[config.mk]
export PLATFORM = sky130hd
export DESIGN_NAME = bingo_card_engine_flat
export DESIGN_NICKNAME = d
export VERILOG_FILES = /design/src/rtl/bingo_card_engine_if.sv /design/src/rtl/bingo_card_engine.sv /design/src/flat_wrapper.sv
export SDC_FILE = /design/constraint.sdc
export NUM_CORES = 1
export LEC_CHECK = 0
export BUFFER_PORTS_ARGS = -buffer_cell sky130_fd_sc_hd__buf_2
export CORE_UTILIZATION = 50
export CTS_CLUSTER_SIZE = 12
export DETAILED_ROUTE_END_ITERATION = 7
export HOLD_SLACK_MARGIN = 0.15
export PLACE_DENSITY = 0.73
export REMOVE_ABC_BUFFERS = 1
export SYNTH_ARGS = -nofsm -noshare
export SYNTH_HDL_FRONTEND = slang
export SYNTH_SLANG_ARGS = --single-unit
[constraint.sdc]
create_clock -name clk -period 8.4 [get_ports clk]
set_input_delay 1.68 -clock clk [delete_from_list [all_inputs] [get_ports clk]]
set_output_delay 1.68 -clock clk [all_outputs]
set_load 0.02 [all_outputs]
[src/rtl/bingo_card_engine_if.sv]
// bingo_card_engine_if: keypad, draw and status signals of the bingo card engine
interface bingo_card_engine_if #(
  parameter int N_PLAYERS = 2,
  parameter int ENTRIES   = 8
);
  localparam int PW = N_PLAYERS > 1 ? $clog2(N_PLAYERS) : 1;
  localparam int IW = ENTRIES > 1 ? $clog2(ENTRIES) : 1;
  localparam int CW = $clog2(ENTRIES + 1);
  logic                    digit_valid;
  logic [3:0]              digit;
  logic                    draw_valid;
  logic [7:0]              draw_number;
  logic                    clear_game;
  logic [1:0]              state;
  logic                    ready;
  logic [PW-1:0]           load_player;
  logic [IW-1:0]           load_index;
  logic                    entry_error;
  logic                    draw_done;
  logic                    hit;
  logic [N_PLAYERS*CW-1:0] remaining;
  logic [N_PLAYERS-1:0]    winner;
  logic                    game_over;
  modport master (
    output digit_valid, digit, draw_valid, draw_number, clear_game,
    input  state, ready, load_player, load_index, entry_error, draw_done, hit,
           remaining, winner, game_over
  );
  modport slave (
    input  digit_valid, digit, draw_valid, draw_number, clear_game,
    output state, ready, load_player, load_index, entry_error, draw_done, hit,
           remaining, winner, game_over
  );
endinterface

[src/rtl/bingo_card_engine.sv]
// bingo_card_engine: keypad-loaded bingo cards, one-entry-per-cycle draw scan, winner detection
module bingo_card_engine #(
  parameter int N_PLAYERS = 2,
  parameter int ENTRIES   = 8
) (
  input logic                clk,
  input logic                rst,
  bingo_card_engine_if.slave bus
);
  localparam int PW = N_PLAYERS > 1 ? $clog2(N_PLAYERS) : 1;
  localparam int IW = ENTRIES > 1 ? $clog2(ENTRIES) : 1;
  localparam int CW = $clog2(ENTRIES + 1);
  typedef enum logic [1:0] {LOAD = 2'd0, READY = 2'd1, SCAN = 2'd2, OVER = 2'd3} state_t;
  state_t               state_q, state_d;
  logic [7:0]           card_q [N_PLAYERS][ENTRIES];
  logic [7:0]           card_d [N_PLAYERS][ENTRIES];
  logic [CW-1:0]        rem_q [N_PLAYERS];
  logic [CW-1:0]        rem_d [N_PLAYERS];
  logic [PW-1:0]        player_q, player_d, sp_q, sp_d;
  logic [IW-1:0]        index_q, index_d, si_q, si_d;
  logic [3:0]           tens_q, tens_d;
  logic [7:0]           draw_q, draw_d;
  logic [N_PLAYERS-1:0] win_q, win_d;
  logic                 pend_q, pend_d, err_q, err_d, done_q, done_d, hit_q, hit_d, acc_q, acc_d;
  logic [7:0]           val;
  logic                 dup, match, last_i, last_p, last_sp;
  always_comb begin
    state_d  = state_q;
    card_d   = card_q;
    rem_d    = rem_q;
    player_d = player_q;
    index_d  = index_q;
    sp_d     = sp_q;
    si_d     = si_q;
    tens_d   = tens_q;
    pend_d   = pend_q;
    draw_d   = draw_q;
    win_d    = win_q;
    acc_d    = acc_q;
    err_d    = 1'b0;
    done_d   = 1'b0;
    hit_d    = 1'b0;
    val      = {4'd0, tens_q} * 8'd10 + {4'd0, bus.digit};
    dup      = val == 8'd0;
    for (int j = 0; j < ENTRIES; j++) dup = dup | (card_q[player_q][j] == val);
    match    = card_q[sp_q][si_q] == draw_q && draw_q != 8'd0;
    last_i   = index_q == IW'(ENTRIES - 1);
    last_p   = player_q == PW'(N_PLAYERS - 1);
    last_sp  = sp_q == PW'(N_PLAYERS - 1);
    if (bus.clear_game) begin
      state_d  = LOAD;
      card_d   = '{default: '0};
      rem_d    = '{default: '0};
      player_d = '0;
      index_d  = '0;
      sp_d     = '0;
      si_d     = '0;
      tens_d   = '0;
      pend_d   = 1'b0;
      draw_d   = '0;
      win_d    = '0;
      acc_d    = 1'b0;
    end else begin
      case (state_q)
        LOAD: if (bus.digit_valid) begin
          if (bus.digit > 4'd9) begin
            err_d  = 1'b1;
            pend_d = 1'b0;
          end else if (!pend_q) begin
            tens_d = bus.digit;
            pend_d = 1'b1;
          end else begin
            pend_d = 1'b0;
            if (dup) err_d = 1'b1;
            else begin
              card_d[player_q][index_q] = val;
              rem_d[player_q] = rem_q[player_q] + CW'(1);
              index_d  = last_i ? '0 : index_q + IW'(1);
              player_d = !last_i ? player_q : last_p ? '0 : player_q + PW'(1);
              state_d  = last_i && last_p ? READY : LOAD;
            end
          end
        end
        READY: if (bus.draw_valid) begin
          draw_d  = bus.draw_number;
          sp_d    = '0;
          si_d    = '0;
          acc_d   = 1'b0;
          state_d = SCAN;
        end
        SCAN: begin
          if (match) begin
            card_d[sp_q][si_q] = '0;
            rem_d[sp_q] = rem_q[sp_q] - CW'(1);
          end
          acc_d = acc_q | match;
          si_d  = si_q == IW'(ENTRIES - 1) ? '0 : si_q + IW'(1);
          sp_d  = si_q != IW'(ENTRIES - 1) ? sp_q : last_sp ? '0 : sp_q + PW'(1);
          // last visit: winners come from the counts as updated by this very visit
          if (si_q == IW'(ENTRIES - 1) && last_sp) begin
            done_d = 1'b1;
            hit_d  = acc_q | match;
            for (int p = 0; p < N_PLAYERS; p++) win_d[p] = rem_d[p] == '0;
            state_d = |win_d ? OVER : READY;
          end
        end
        OVER: ;
        default: state_d = LOAD;
      endcase
    end
  end
  always_ff @(posedge clk) begin
    if (rst) begin
      state_q  <= LOAD;
      card_q   <= '{default: '0};
      rem_q    <= '{default: '0};
      player_q <= '0;
      index_q  <= '0;
      sp_q     <= '0;
      si_q     <= '0;
      tens_q   <= '0;
      pend_q   <= 1'b0;
      draw_q   <= '0;
      win_q    <= '0;
      acc_q    <= 1'b0;
      err_q    <= 1'b0;
      done_q   <= 1'b0;
      hit_q    <= 1'b0;
    end else begin
      state_q  <= state_d;
      card_q   <= card_d;
      rem_q    <= rem_d;
      player_q <= player_d;
      index_q  <= index_d;
      sp_q     <= sp_d;
      si_q     <= si_d;
      tens_q   <= tens_d;
      pend_q   <= pend_d;
      draw_q   <= draw_d;
      win_q    <= win_d;
      acc_q    <= acc_d;
      err_q    <= err_d;
      done_q   <= done_d;
      hit_q    <= hit_d;
    end
  end
  assign bus.state       = state_q;
  assign bus.ready       = state_q == READY;
  assign bus.game_over   = state_q == OVER;
  assign bus.load_player = player_q;
  assign bus.load_index  = index_q;
  assign bus.entry_error = err_q;
  assign bus.draw_done   = done_q;
  assign bus.hit         = hit_q;
  assign bus.winner      = win_q;
  for (genvar p = 0; p < N_PLAYERS; p++) begin : g_rem
    assign bus.remaining[p*CW +: CW] = rem_q[p];
  end
endmodule

[src/flat_wrapper.sv]
// flat-port wrapper written by rule: the top's interface ports become plain ports
module bingo_card_engine_flat 
#(
  parameter int N_PLAYERS = 2,
  parameter int ENTRIES   = 8
)
  (clk, rst, bus_digit_valid, bus_digit, bus_draw_valid, bus_draw_number, bus_clear_game, bus_state, bus_ready, bus_load_player, bus_load_index, bus_entry_error, bus_draw_done, bus_hit, bus_remaining, bus_winner, bus_game_over);
  bingo_card_engine_if #(.N_PLAYERS(N_PLAYERS), .ENTRIES(ENTRIES)) bus_i ();
  input logic clk;
  input logic rst;
  input wire logic [$bits(bus_i.digit_valid)-1:0] bus_digit_valid;
  input wire logic [$bits(bus_i.digit)-1:0] bus_digit;
  input wire logic [$bits(bus_i.draw_valid)-1:0] bus_draw_valid;
  input wire logic [$bits(bus_i.draw_number)-1:0] bus_draw_number;
  input wire logic [$bits(bus_i.clear_game)-1:0] bus_clear_game;
  output wire logic [$bits(bus_i.state)-1:0] bus_state;
  output wire logic [$bits(bus_i.ready)-1:0] bus_ready;
  output wire logic [$bits(bus_i.load_player)-1:0] bus_load_player;
  output wire logic [$bits(bus_i.load_index)-1:0] bus_load_index;
  output wire logic [$bits(bus_i.entry_error)-1:0] bus_entry_error;
  output wire logic [$bits(bus_i.draw_done)-1:0] bus_draw_done;
  output wire logic [$bits(bus_i.hit)-1:0] bus_hit;
  output wire logic [$bits(bus_i.remaining)-1:0] bus_remaining;
  output wire logic [$bits(bus_i.winner)-1:0] bus_winner;
  output wire logic [$bits(bus_i.game_over)-1:0] bus_game_over;
  assign bus_i.digit_valid = bus_digit_valid;
  assign bus_i.digit = bus_digit;
  assign bus_i.draw_valid = bus_draw_valid;
  assign bus_i.draw_number = bus_draw_number;
  assign bus_i.clear_game = bus_clear_game;
  assign bus_state = bus_i.state;
  assign bus_ready = bus_i.ready;
  assign bus_load_player = bus_i.load_player;
  assign bus_load_index = bus_i.load_index;
  assign bus_entry_error = bus_i.entry_error;
  assign bus_draw_done = bus_i.draw_done;
  assign bus_hit = bus_i.hit;
  assign bus_remaining = bus_i.remaining;
  assign bus_winner = bus_i.winner;
  assign bus_game_over = bus_i.game_over;
  bingo_card_engine #(.N_PLAYERS(N_PLAYERS), .ENTRIES(ENTRIES)) u_core (.clk(clk), .rst(rst), .bus(bus_i));
endmodule
# ---- Yosys cells after proc, flatten, opt, wreduce, memory -nomap -nowiden
# Cells that the tools add are included.
dict set report classes {
  addsub 7
  n_mul 1
  magnitude_cmp 9
  n_eq_ne 23
  n_mux 69
  bitwise 22
  n_reduce_logical 31
}
# op n
set op_table {}
lappend op_table {{$mux W128} 5}
lappend op_table {{$mux W64} 8}
lappend op_table {{$pmux W128 S2} 1}
lappend op_table {{$and A128 B128 Y128} 1}
lappend op_table {{$bwmux W128} 1}
lappend op_table {{$demux W64 S1} 2}
lappend op_table {{$not A128 Y128} 1}
lappend op_table {{$mux W8} 11}
lappend op_table {{$eq A8 B8 Y1} 9}
lappend op_table {{$demux W8 S3} 2}
lappend op_table {{$mux W4} 8}
lappend op_table {{$bmux W8 S3} 1}
lappend op_table {{$bwmux W8} 2}
lappend op_table {{$pmux W8 S2} 1}
lappend op_table {{$mux W2} 7}
lappend op_table {{$reduce_and A6 Y1} 2}
lappend op_table {{$mux W1} 11}
lappend op_table {{$ne A2 B2 Y1 const B} 5}
lappend op_table {{$reduce_and A5 Y1} 2}
lappend op_table {{$mux W3} 3}
lappend op_table {{$or A1 B1 Y1} 9}
lappend op_table {{$add A8 B4 Y8} 1}
lappend op_table {{$demux W4 S1} 2}
lappend op_table {{$ge A4 B4 Y1 const B} 2}
lappend op_table {{34 further kinds} 65}
dict set report word_totals {
  ff_bits 165
  in_bits 17
  out_inout_bits 21
}

# ---- Longest topological paths before layout
dict set report logic_depth {
  depth_word 18
  ltp_mapped 18
  depth_no_buf 13
}

# ---- Worst setup path after synthesis
# Ideal clock, no wire load.
dict set report synth_timing {
  path_kind {input port to flip-flop}
  startpoint {input bus_digit[1]}
  endpoint {register u_core.rem_q (netlist bit u_core.bus.remaining[0])}
  setup_ns 0.074
  t_arrival_ns 5.335
  path_slack_ns 2.991
  cell_stages 14
  path_buffers 2
  path_cell_list {ha_1 fa_1 xor2_1 xnor2_1 nor4_1 nand2_1 nor4_1 or4_1 or4b_1 buf_4 and2_4 buf_6 or4_1 o21ai_0}
}
dict set report synth_between {
  elab_chain_len 12
}
# item line
set synth_lines {}
lappend synth_lines {{start, declared} flat_wrapper.sv:12} ;# input wire logic [$bits(bus_i.digit)-1:0] bus_digit;
lappend synth_lines {{$add A8 B4 Y8} bingo_card_engine.sv:43} ;# val = {4'd0, tens_q} * 8'd10 + {4'd0, bus.digit};
lappend synth_lines {{$eq A8 B8 Y1 / $logic_not A8 Y1 (equally long branches)} {bingo_card_engine.sv:45, bingo_card_engine.sv:44}}
lappend synth_lines {{$or A1 B1 Y1 (8 in series)} bingo_card_engine.sv:45} ;# for (int j = 0; j < ENTRIES; j++) dup = dup | (card_q[player_q][j] == val);
lappend synth_lines {{$ne A2 B2 Y1 (no source line)} --}
lappend synth_lines {{$reduce_and A5 Y1 (no source line) (*)} --}
lappend synth_lines {{end signal, assigned} bingo_card_engine.sv:132} ;# rem_q <= rem_d;
lappend synth_lines {{end, declared} bingo_card_engine.sv:17} ;# logic [CW-1:0] rem_q [N_PLAYERS];
# Mark *: on every way between the ends. The rest lies on a longest branch, timed or not.
# A chain may end at the register's enable or synchronous reset.

# ---- Final worst setup path
dict set report layout_timing {
  startpoint {input bus_digit[3]}
  endpoint {register u_core.card_q[46] (netlist bit)}
}
dict set report layout_between {
  elab_chain_len 12
}
# item line
set layout_lines {}
lappend layout_lines {{$add A8 B4 Y8} bingo_card_engine.sv:43}
lappend layout_lines {{$eq A8 B8 Y1 / $logic_not A8 Y1 (equally long branches)} {bingo_card_engine.sv:45, bingo_card_engine.sv:44}}
lappend layout_lines {{$or A1 B1 Y1 (8 in series)} bingo_card_engine.sv:45}
lappend layout_lines {{$ne A2 B2 Y1 (no source line)} --}
lappend layout_lines {{$reduce_and A6 Y1 (no source line)} --}
lappend layout_lines {{end signal, assigned} bingo_card_engine.sv:131} ;# card_q <= card_d;
lappend layout_lines {{end, declared} bingo_card_engine.sv:15} ;# logic [7:0] card_q [N_PLAYERS][ENTRIES];
# Parallel ways exist; a longest one is shown, timed or not. The select of a mux whose other input is x is not followed.

==> results.cfg <==
[outcome]
run_status = complete, but fails checks
failed_checks = design-rule violations

[synth]
synth_most_common_cell = dfxtp_1
cell_area_after_technology_mapping_sq_um = 9410
synth_async_sr_flop_share_pct = 0
number_of_flops_mapped_to_enable_cells_by_yosys = 0
synth_top_area_cell = dfxtp_1
syn_avg_cell_area_sq_um = 9.83
synthesis.instances = 957
synth.lib_cells_used.distinct = 68
synth_top_flop_cell = dfxtp_1
count_of_state_elements_after_synthesis = 165
synthTopCellsByCount = dfxtp_1, mux2i_1, a22o_1
synth_seq_area_share_pct = 35.1
synth.yosys.warnings = 0
synth.area.top_cells = dfxtp_1, mux2i_1, a22o_1
synth.top_cell.area_share_pct = 35.1

[floorplan]
core_area_sq_um = 18200
io_pins = 38
placementRows = 49
floorplan.die.height_um = 139
die-area_sq_um = 19400
floorplan.initialDensity_pct = 51.7
die_width_um = 139

[routing]
route.final.wire_length_um = 29200
remaining_drc_errors = 5
drt_iter0_drc = 1075
viasPerCell = 6.98
ant_nets = 0
avgRoutedWirePerCell_um = 24.4
drt-pass1-iter-count = 8
vias = 8339

[pwr]
pwr_total_mw = 1.73
p_leak_nw = 3.45
power_density_nw_per_um2 = 169
peakVddDrop_mv = 0.136

[place]
port_buffers = 37
dp_hpwl_um = 19400
routabilityCongestion = 0.968

[grt]
wire_length_of_the_first_global_routing_pass_um = 44900
number_of_global_route_vias_before_repair = 7842
globalRouteTotalUtil_pct = 30.4
largest_net_degree_at_the_start_of_global_routing = 57
grt-ovfl-total = 0
grt_antenna_before_repair = 0

[worst_setup_path]
timing.critical_path.mode_cell = xnor2_1
crit_type = in2reg
worst_path_max_delay_cell = nand2_2
critPathRequiredTime_ns = 8.78
critical_path.max_fanout = 56
worst_path_dominant_cell_family = simple AND/OR/NAND/NOR gates
cp_cell_sequence = buf_2, ha_1, nor2_1, or2_2, xnor2_1, xnor2_1, nor4_1, or4_1, or4b_1, nand2_2, and3_1, a22o_1
endpoint_kind = flop
critPathBufInv = 1
cp_slowest_stage_delay_ns = 0.88
r2r_setup_slack_ns = 1.93
critical_path_arrival_ns = 7.05
timing.critical_path.from_type = primary input

[hold_path]
hold_crit_class = reg2reg

[final_layout]
nFillCells = 1584
fraction_of_final_layout_cells_with_drive_strength_greater_than_1_pct = 12.8
syn_to_final_growth_pct = 9.09
nNetsFinal = 988
num_antenna_cells = 0

[sta]
fmax_mhz = 150
hold_viol_final = 0
final.setup_skew_ns = 0.0119
report.final.slew_viol_count = 0
min_period_ns = 6.67
rsz0062_at_grt = no
max_slew.worst_pin.slew_ns = 1.32
max_slew_headroom_pct = 11.5
final-setup-viol-count = 0
min_period_over_period_pct = 79.4
fin_setup_tns_ns = 0

[clocking]
clock_tree_from_tritoncts = yes
post_cts_hold_buffer_count = 0
clockRootBuffer = clkbuf_16
cts_sinks = 165
cts.path.max_buffers = 2
cts-buffers-inserted = 17
clkSlewWorstSetupHoldPaths_ns = 0.07
cts.htree.levels = 4
clkLatencyLatePin_ns = 0.44
cts.repair_timing.setup_buffer_count = 0
cts_resized = 0

[run]
timing.max_cap.violations = 0
[kinds of logic after synthesis]
kind of cell	synth area share (%)
AOI/OAI and AO/OA	21.9
xor gates and xnor gates	7.33
adders and majority gates	2.69
buffers and inverters	4.03
DFF	35.1
muxes	16.7
and+or+nand+nor	12.2
[per-layer routing]
layer	vias up	track usage [%]	wire [um]
met5	-	0	0
met4	0	16.3	1440
met3	98	7.42	2960
met2	508	46.1	12600
met1	4060	40.0	12100
li1	3673	-	-
[metrics by stage]
stage	hold WS (ns)	std cells	area, sq um	setup WS [ns]	utilization (%)
final	0.484	1194	10300	1.73	56.4
after global routing	0.507	1194	10300	1.59	56.4
after CTS	0.487	1194	10300	1.85	56.4
after detailed placement	0.467	1162	9630	1.42	52.9
after global placement	0.464	1162	9630	1.38	52.9
after floorplan	0.448	883	9060	2.07	-
[cell usage in the layout, fill, tap and decap left out, types with 28 or more instances in the layout]
cell type,count
nand2_1,50
nand3_1,32
xnor2_1,52
dfxtp_1,163
nor2_1,48
mux2i_1,110
buf_2,37
a32o_1,55
a21oi_1,28
a22o_1,64
[report_power, final]
part / switching [mW] / internal [mW] / leakage, nW
Clock: 0.338 / 0.515 / 0.305
Combinational: 0.0679 / 0.0294 / 1.82
Sequential: 0.00141 / 0.783 / 1.33
Total: 0.407 / 1.33 / 3.45
[sequential cells by signal, indices dropped and copies added (netlist names)]
register	cells
u_core.bus.winner	2
u_core.bus.entry_error	1
u_core.bus.draw_done	1
u_core.card_q	128
u_core.pend_q	1
u_core.bus.state	2
u_core.si_q	3
u_core.bus.load_index	3
u_core.last_sp	1
u_core.draw_q	8
u_core.tens_q	4
u_core.acc_q	1
u_core.bus.remaining	8
u_core.bus.load_player	1
u_core.bus.hit	1
[area by class of cell]
type | count | area, sq um | share of cell area, %
clock inverters | 12 | 176 | 1.72
multi-input cells | 711 | 5730 | 55.8
clock buffers | 20 | 458 | 4.46
repair buffers | 50 | 283 | 2.75
inverters | 7 | 26.3 | 0.256
flip-flops and latches | 165 | 3310 | 32.2
well taps | 229 | 287 | 2.79
[worst paths after layout]
path | to | startpoint | cells past startpoint
max | u_core.card_q[46]$_SDFFE_PP0P_ | bus_digit[3] | 12
min | u_core.bus.winner[0]$_SDFFE_PP0P_ | u_core.bus.winner[0]$_SDFFE_PP0P_ | 2
max reg2reg | u_core.card_q[46]$_SDFFE_PP0P_ | u_core.tens_q[3]$_SDFFE_PP0P_ | 13
min reg2reg | u_core.bus.winner[0]$_SDFFE_PP0P_ | u_core.bus.winner[0]$_SDFFE_PP0P_ | 2
[worst min-delay path, stage by stage (launching register included)]
cell and delay, ns:
dfxtp_1 0.33, a21oi_1 0.06, nor2_1 0.07
(Power assumes the default switching activity.)
